**config.mk**
```make
export PLATFORM = sky130hd
export DESIGN_NAME = regfile_wb_arbiter_flat
export DESIGN_NICKNAME = d
export VERILOG_FILES = /design/src/rtl/regfile_wb_arbiter_if.sv /design/src/rtl/regfile_wb_arbiter.sv /design/src/flat_wrapper.sv
export SDC_FILE = /design/constraint.sdc
export NUM_CORES = 1
export LEC_CHECK = 0
export CAP_MARGIN = 40
export CORE_ASPECT_RATIO = 1.5
export CORE_MARGIN = 8
export CORE_UTILIZATION = 30
export DETAILED_ROUTE_END_ITERATION = 8
export PLACE_DENSITY_LB_ADDON = 0.1
export SLEW_MARGIN = 20
export SYNTH_ARGS = -nofsm -noshare
export SYNTH_HDL_FRONTEND = slang
export SYNTH_SLANG_ARGS = --single-unit
```
**constraint.sdc**
```tcl
create_clock -name clk -period 2.3 [get_ports clk]
set_input_delay 0.46 -clock clk [delete_from_list [all_inputs] [get_ports clk]]
set_output_delay 0.46 -clock clk [all_outputs]
set_load 0.005 [all_outputs]
```
**src/rtl/regfile_wb_arbiter_if.sv**
```systemverilog
// regfile_wb_arbiter_if: requester handshakes and register_file write-port signals of the write-back arbiter
interface regfile_wb_arbiter_if #(
    parameter int NUM_REQ = 4,
    parameter int ADDR_W  = 5,
    parameter int DATA_W  = 32
);
    logic [NUM_REQ-1:0]         req_valid;
    logic [NUM_REQ*ADDR_W-1:0]  req_rd_add;
    logic [NUM_REQ*DATA_W-1:0]  req_data;
    logic [NUM_REQ-1:0]         req_ready;
    logic                       rf_hold;
    logic [ADDR_W-1:0]          rd_add;
    logic [DATA_W-1:0]          data;
    logic                       wen;
    logic                       register_file_enable;
    logic [$clog2(NUM_REQ)-1:0] grant_id;
    logic                       init_done;

    modport slave (
        input  req_valid, req_rd_add, req_data, rf_hold,
        output req_ready, rd_add, data, wen, register_file_enable, grant_id, init_done
    );

    modport master (
        output req_valid, req_rd_add, req_data, rf_hold,
        input  req_ready, rd_add, data, wen, register_file_enable, grant_id, init_done
    );
endinterface

```
**src/rtl/regfile_wb_arbiter.sv**
```systemverilog
// regfile_wb_arbiter: round-robin write-back arbiter for the register_file write port; RF_WB_INIT_EN adds a post-reset x1..x31 zero sweep
module regfile_wb_arbiter #(
    parameter int NUM_REQ = 4,
    parameter int ADDR_W  = 5,
    parameter int DATA_W  = 32
) (
    input logic clk,
    input logic rst,
    regfile_wb_arbiter_if.slave bus
);
    localparam int GID_W = $clog2(NUM_REQ);

    typedef enum logic [1:0] {RESET_S, INIT, RUN} state_t;

    state_t             r_state;
    state_t             w_state_nxt;
    logic [GID_W-1:0]   r_rr_ptr;
    logic [GID_W-1:0]   r_grant_id;
    logic [ADDR_W-1:0]  r_rd_add;
    logic [DATA_W-1:0]  r_data;
    logic               r_wen;
    logic               r_rf_en;
    logic               w_found;
    logic [GID_W-1:0]   w_grant;
    logic [NUM_REQ-1:0] w_ready;
    logic [ADDR_W-1:0]  w_sel_add;
    logic [DATA_W-1:0]  w_sel_data;
`ifdef RF_WB_INIT_EN
    logic [ADDR_W-1:0]  r_cnt;
    logic               w_sweep;
`endif

    // scan from rr_ptr downward in priority so the nearest valid requester wins
    always_comb begin
        w_found = 1'b0;
        w_grant = '0;
        for (int k = NUM_REQ - 1; k >= 0; k--) begin
            if (bus.req_valid[(int'(r_rr_ptr) + k) % NUM_REQ]) begin
                w_found = 1'b1;
                w_grant = GID_W'((int'(r_rr_ptr) + k) % NUM_REQ);
            end
        end
    end

    assign w_ready    = (r_state == RUN && !bus.rf_hold && w_found) ? NUM_REQ'(1) << w_grant : '0;
    assign w_sel_add  = bus.req_rd_add[w_grant*ADDR_W +: ADDR_W];
    assign w_sel_data = bus.req_data[w_grant*DATA_W +: DATA_W];
`ifdef RF_WB_INIT_EN
    assign w_sweep    = r_state == INIT && !bus.rf_hold;
`endif

    // next state: leave RESET_S immediately, leave INIT after the last sweep address is issued
    always_comb begin
        w_state_nxt = r_state;
`ifdef RF_WB_INIT_EN
        w_state_nxt = r_state == RESET_S ? INIT : (w_sweep && &r_cnt) ? RUN : r_state;
`else
        w_state_nxt = r_state == RESET_S ? RUN : r_state;
`endif
    end

    // state register
    always_ff @(posedge clk) begin
        if (rst)
            r_state <= RESET_S;
        else
            r_state <= w_state_nxt;
    end

`ifdef RF_WB_INIT_EN
    // sweep address counter, frozen by rf_hold
    always_ff @(posedge clk) begin
        if (rst)
            r_cnt <= ADDR_W'(1);
        else if (w_sweep)
            r_cnt <= r_cnt + ADDR_W'(1);
    end
`endif

    // registered write port: accepted request or sweep write, otherwise hold address/data and drop wen
    always_ff @(posedge clk) begin
        if (rst) begin
            r_wen      <= 1'b0;
            r_rd_add   <= '0;
            r_data     <= '0;
            r_grant_id <= '0;
            r_rr_ptr   <= '0;
            r_rf_en    <= 1'b0;
        end else begin
            r_rf_en <= 1'b1;
            r_wen   <= 1'b0;
            if (|w_ready) begin
                r_rd_add   <= w_sel_add;
                r_data     <= w_sel_data;
                r_grant_id <= w_grant;
                r_wen      <= |w_sel_add;
                r_rr_ptr   <= GID_W'((int'(w_grant) + 1) % NUM_REQ);
            end
`ifdef RF_WB_INIT_EN
            else if (w_sweep) begin
                r_rd_add <= r_cnt;
                r_data   <= '0;
                r_wen    <= 1'b1;
            end
`endif
        end
    end

    assign bus.req_ready            = w_ready;
    assign bus.rd_add               = r_rd_add;
    assign bus.data                 = r_data;
    assign bus.wen                  = r_wen;
    assign bus.register_file_enable = r_rf_en;
    assign bus.grant_id             = r_grant_id;
    assign bus.init_done            = r_state == RUN;
endmodule

```
**src/flat_wrapper.sv**
```systemverilog
// flat-port wrapper written by rule: the top's interface ports become plain ports
module regfile_wb_arbiter_flat 
#(
    parameter int NUM_REQ = 4,
    parameter int ADDR_W  = 5,
    parameter int DATA_W  = 32
)
  (clk, rst, bus_req_valid, bus_req_rd_add, bus_req_data, bus_rf_hold, bus_req_ready, bus_rd_add, bus_data, bus_wen, bus_register_file_enable, bus_grant_id, bus_init_done);
  regfile_wb_arbiter_if #(.NUM_REQ(NUM_REQ), .ADDR_W(ADDR_W), .DATA_W(DATA_W)) bus_i ();
  input logic clk;
  input logic rst;
  input wire logic [$bits(bus_i.req_valid)-1:0] bus_req_valid;
  input wire logic [$bits(bus_i.req_rd_add)-1:0] bus_req_rd_add;
  input wire logic [$bits(bus_i.req_data)-1:0] bus_req_data;
  input wire logic [$bits(bus_i.rf_hold)-1:0] bus_rf_hold;
  output wire logic [$bits(bus_i.req_ready)-1:0] bus_req_ready;
  output wire logic [$bits(bus_i.rd_add)-1:0] bus_rd_add;
  output wire logic [$bits(bus_i.data)-1:0] bus_data;
  output wire logic [$bits(bus_i.wen)-1:0] bus_wen;
  output wire logic [$bits(bus_i.register_file_enable)-1:0] bus_register_file_enable;
  output wire logic [$bits(bus_i.grant_id)-1:0] bus_grant_id;
  output wire logic [$bits(bus_i.init_done)-1:0] bus_init_done;
  assign bus_i.req_valid = bus_req_valid;
  assign bus_i.req_rd_add = bus_req_rd_add;
  assign bus_i.req_data = bus_req_data;
  assign bus_i.rf_hold = bus_rf_hold;
  assign bus_req_ready = bus_i.req_ready;
  assign bus_rd_add = bus_i.rd_add;
  assign bus_data = bus_i.data;
  assign bus_wen = bus_i.wen;
  assign bus_register_file_enable = bus_i.register_file_enable;
  assign bus_grant_id = bus_i.grant_id;
  assign bus_init_done = bus_i.init_done;
  regfile_wb_arbiter #(.NUM_REQ(NUM_REQ), .ADDR_W(ADDR_W), .DATA_W(DATA_W)) u_core (.clk(clk), .rst(rst), .bus(bus_i));
endmodule
```
* Word level (Yosys, flattened, before mapping)
Index checks and enable logic that the tools add are counted.
Storage, ports and cells: register bits after elaboration 44, word-level logic and storage cells 54
Cells by class: $add $sub $neg 4, multipliers 1, $lt $le $gt $ge 4, shift operators 3, mux-type cells 21, bitwise gates (word level) 4, reductions and logical operators 10
Operators by type and width (number):
- $shiftx 128x8->32 | 1
- $shiftx 20x6->5 | 1
- $lt 3x4->1 const B | 3
- $mux 1 | 12
- $bmux 1 s2 | 4
- $mux 2 | 4
- $reduce_or 2->1 | 4
- $mul 2x3->5 const B | 1
- $reduce_or 5->1 | 1
- $add 2x1->2 const B | 2
- $add 2x2->2 const B | 2
- $mux 4 | 1
- $reduce_or 4->1 | 1
- $shl 1x2->4 const A | 1
- $and 1x1->1 const A | 3
- $lt 2x3->1 const B | 1
- $logic_and 1x1->1 | 2
- $logic_not 2->1 | 1
- $logic_not 1->1 | 1
- $not 1->1 | 1

* Logic depth before layout (Yosys ltp)
depth after elaboration 15, depth in mapped cells 11, depth with buffers taken out 7

* Worst setup path after synthesis
OpenSTA, ideal clock, no wires.
path kind reg-to-output, start reg u_core.r_rr_ptr[1], end out bus_req_ready[1], arrival 1.673 ns, data required time 1.840 ns, slack 0.167 ns, cell stages (with the launch flop) 9, cells stage by stage dfxtp_1 buf_6 mux2i_1 nor2_1 nor3_1 buf_2 buf_2 nand2_1 nor2_1
Between the ends: longest elaborated chain between the ends 10, elaborated cells between the ends (all ways) 25, those cells by class add/sub: 3; shift: 1; mux: 20; reduce/logical: 1
Ends and longest elaborated chain:
- start: declaration | line regfile_wb_arbiter.sv:17 | logic [GID_W-1:0] r_rr_ptr;
- start signal: assignment | line regfile_wb_arbiter.sv:97 | r_rr_ptr <= GID_W'((int'(w_grant) + 1) % NUM_REQ);
- $add 2x2->2 | line regfile_wb_arbiter.sv:38, regfile_wb_arbiter.sv:40
- $bmux 1 s2 | line regfile_wb_arbiter.sv:38 | if (bus.req_valid[(int'(r_rr_ptr) + k) % NUM_REQ]) begin
- $mux 1 (implied by the code) (2 in series) | line regfile_wb_arbiter.sv:38
- $mux 2 or $mux 1 (tied branches) (4 in series) | line regfile_wb_arbiter.sv:38
- $shl 1x2->4 or $logic_and 1x1->1 (tied branches) | line regfile_wb_arbiter.sv:45 | assign w_ready = (r_state == RUN && !bus.rf_hold && w_found) ? NUM_REQ'(1) << w_grant : '0;
- $mux 4 * | line regfile_wb_arbiter.sv:45
- end: declaration | line flat_wrapper.sv:16 | output wire logic [$bits(bus_i.req_ready)-1:0] bus_req_ready;
Mark *: on every way between the ends. The rest lies on a longest branch, timed or not. The select of a mux whose other input is x is not followed.

* Worst setup path in the final report
start in bus_req_valid[3], end out bus_req_ready[3]
Between the ends: longest elaborated chain between the ends 9, elaborated cells between the ends (all ways) 22, those cells by class shift: 1; mux: 20; reduce/logical: 1
Ends and longest elaborated chain:
- start: declaration | line flat_wrapper.sv:12 | input wire logic [$bits(bus_i.req_valid)-1:0] bus_req_valid;
- $bmux 1 s2 | line regfile_wb_arbiter.sv:38
- $mux 1 (implied by the code) (2 in series) | line regfile_wb_arbiter.sv:38
- $mux 2 or $mux 1 (tied branches) (4 in series) | line regfile_wb_arbiter.sv:38
- $shl 1x2->4 or $logic_and 1x1->1 (tied branches) | line regfile_wb_arbiter.sv:45
- $mux 4 * | line regfile_wb_arbiter.sv:45
Marks and branches as above.

==> impl_metrics.env <==
export IMPL_status="completed"
export IMPL_finalPower_w=0.002433
export IMPL_r2r_start="u_core.r_rr_ptr[1]$_SDFFE_PP0P_"
export IMPL_finish_utilization_pct=57.44
export IMPL_required_ns=1.84
export IMPL_synth_area_leader_cell="dfxtp_1"
export IMPL_cp_slowest_cell="or4_4"
export IMPL_leakagePower_nw=2.074
export IMPL_switching_share_pct=28.93
export IMPL_holdCritStartpoint="u_core.bus.data[25]$_SDFFE_PP0P_"
export IMPL_power_density_mw_per_mm2=479.8
export IMPL_holdPathStages=2
export IMPL_period_needed_ns=2.218
export IMPL_ys_seq_area_share_pct=32.44
export IMPL_grt_max_degree=43
export IMPL_hold_class="reg2reg"
export IMPL_fin_hold_ws_ns=0.4531
export IMPL_wl_per_cell_um=16.26
export IMPL_ir_drop_uv=266.7
export IMPL_clock_latency_ns=0.28
export IMPL_via_per_inst=4.855
export IMPL_final_hold_violation_count=0
export IMPL_rr_worst_depth=9
export IMPL_setup_viol=0
export IMPL_ctsLongestPathBuffers=2
export IMPL_critPathMaxStageDelay_ns=0.42
export IMPL_cp_arrival_ns=1.76
export IMPL_wl_met1_um=4570
export IMPL_finalWeightedCongestion=0.7682
export IMPL_core_area_sq_mm=0.008828
export IMPL_crit_type="in2out"
export IMPL_grt_pass1_wl_um=18970
export IMPL_dp_hpwl_um=9370
export IMPL_p_switching_w=0.0007040
export IMPL_wl_um=12100
export IMPL_synth_area_sq_mm=0.002715
export IMPL_die_area_sq_mm=0.01241
export IMPL_tns_ns=0
export IMPL_drt_iter0_markers=161
export IMPL_top_layer_used="met4"
export IMPL_tightest_slew_ns=0.4654
export IMPL_antenna_found_initial=0
export IMPL_crit_chain="dlygate4sd2_1 -> or4_4 -> and3b_2 -> nand2_2 -> nor2_1 -> dlygate4sd2_1"
export IMPL_htree_levels=2
export IMPL_ys_ff_latch=44
export IMPL_numCtsBuffers=5
export IMPL_die_w_um=93.68
export IMPL_synth_distinct_cells=25
export IMPL_postSynthCellCount=437
export IMPL_slew_viol_final=0
export IMPL_crit_top_cell="dlygate4sd2_1"
export IMPL_cap_violations=0
export IMPL_area_growth_pct=86.77
export IMPL_finalCritPeriodShare_pct=96.42
export IMPL_critPathLaunch="bus_req_valid[3]"
export IMPL_path_depth=6
export IMPL_critPathBufInv=2
export IMPL_cts_root_buf="clkbuf_16"
export IMPL_port_buffers=200
export IMPL_grt_pass1_vias=3658
export IMPL_dr_wl_met3_um=823
export IMPL_initial_utilization_pct=30.75
export IMPL_grt_overflow=0
export IMPL_power_share_clock_pct=27.5
export IMPL_skew_ns=0.005232
export IMPL_ys_warn_count=0
export IMPL_drc_errors=0
export IMPL_rows=42
export IMPL_synth_fp_nets=592
export IMPL_slew_headroom_pct=68.97
export IMPL_fin_nets=789
export IMPL_pwr_share_seq_pct=34.5
export IMPL_cts_tree="built"
export IMPL_firstDrtPassIters=4
export IMPL_internal_power_w=0.001729
export IMPL_track_usage_pct=18.99
export IMPL_postRouteAntennaNets=0
export IMPL_synthTopCellsByArea="dfxtp_1 (32%), nand2_1 (24%), nand3_1 (18%)"
export IMPL_clk_pin_slew_ns=0.06
export IMPL_ios=201
export IMPL_die_h_um=132.5
export IMPL_wl_met2_um=6567
export IMPL_cts_hold_buffers=0
export IMPL_drive_gt1_share_pct=8.202
export IMPL_fmax_mhz=450.9
export IMPL_cpLargestDelayFamily="simple AND/OR/NAND/NOR gates"
export IMPL_numClockSinks=44
export IMPL_p_comb_share_pct=38.0
export IMPL_crit_fanout=3
export IMPL_dr_total_vias=3612
export IMPL_place_area_sq_mm=0.004907
export IMPL_cp_end_kind="output port"
export IMPL_n_antenna_cell=0
export IMPL_fin_area_sq_mm=0.005071
export IMPL_synth_avg_cell_area_sq_um=6.213
export IMPL_crit_path_start_kind="input pin"
export IMPL_synth_top_area_share_pct=32.44
## per-layer routing
layer / vias up / track usage [%]
li1: 1840 / -
met3: 9 / 5.153
met1: 1646 / 19.65
met4: 0 / 4.517
met5: - / 0
met2: 117 / 35.96
## area by class of cell
| cell class | instances | area, sq um |
|---|---|---|
| fill | 884 | 3757 |
| tap | 110 | 137.6 |
| multi-input combinational | 351 | 1692 |
| clock buffer | 6 | 128.9 |
| inverter | 3 | 11.26 |
| clock inverter | 1 | 5.005 |
| timing repair buffer | 229 | 2215 |
| sequential | 44 | 882.1 |
## stage by stage
step / cells / setup WS, ns
finish: 744 / 0.08233
global route: 744 / -0.001936
CTS: 743 / 0.006551
detailed placement: 732 / -0.4716
global placement: 732 / -0.4390
floorplan: 437 / 0.1671
## sequential cells by signal, summed over array words and instances, names as in the netlist
name	cells
u_core.bus.wen	1
u_core.bus.rd_add	5
u_core.bus.grant_id	2
u_core.r_state	1
u_core.bus.data	32
u_core.r_rr_ptr	2
u_core.bus.register_file_enable	1
## synth_stat cells (all sizes together)
cell type	instances
a21oi	39
a311oi	1
and3b	1
buf	15
clkbuf	24
dfxtp	44
inv	3
mux2	4
mux2i	12
nand2	173
nand3	96
nand3b	1
nand4	1
nor2	8
nor3	3
nor3b	1
o211a	1
o21a	5
o21ai	1
o22a	1
o22ai	1
or3	1
or4	1
## layout by cell type (no fill, tap or decap), drive strengths merged
cell / synthesis / routed
o22a: 1 / 1
a21oi: 39 / 39
o21a: 5 / 5
nand3b: 1 / 1
or4: 1 / 1
buf: 15 / 31
mux2: 4 / 4
o21ai: 1 / 1
dlygate4sd2: 0 / 4
clkdlybuf4s50: 0 / 191
and3b: 1 / 1
nand2: 173 / 173
inv: 3 / 3
clkbuf: 24 / 9
nand4: 1 / 1
clkinv: 0 / 1
mux2i: 12 / 12
nor2: 8 / 8
nor3: 3 / 3
nand3: 96 / 96
o22ai: 1 / 1
nor3b: 1 / 1
or3: 1 / 1
dfxtp: 44 / 44
a311oi: 1 / 1
o211a: 1 / 1
## final timing paths
check	to	slack (ns)
worst max-delay path	bus_req_ready[3]	0.08
worst min-delay path	u_core.bus.data[25]$_SDFFE_PP0P_	0.45
worst max register to register	u_core.bus.data[31]$_SDFFE_PP0P_	0.24
worst min register to register	u_core.bus.data[25]$_SDFFE_PP0P_	0.45
## worst min-delay path, cell delays in order (launching register included)
cell and delay (ns):
dfxtp_1 0.30, nand2_1 0.05, a21oi_1 0.05
## kinds of logic after synthesis
family	count (synthesis)	share of synthesized area, %
and+or+nand+nor	286	44.89
AOI/OAI and AO/OA	49	10.00
DFF	44	32.44
buffers and inverters	42	6.590
muxes	16	6.083
## what timing repair did
| action | 4_1_cts | 5_1_grt |
|---|---|---|
| endpoints found under the setup margin | 40 | 2 |
| pin swaps | 4 | 2 |
| setup buffers | 4 | 1 |
| gates resized for setup | 17 | 6 |
## power by group through the flow
stage               Clock, W  Combinational (W)  Sequential [W]
global placement           0           0.000912        0.000853
floorplan                  0           0.000406        0.000858
global route        0.000732            0.00101        0.000845
detailed placement         0           0.000923        0.000856
finish              0.000670           0.000924        0.000839
CTS                 0.000697           0.000935        0.000839
Note: power is estimated with default switching activity, not from simulation.
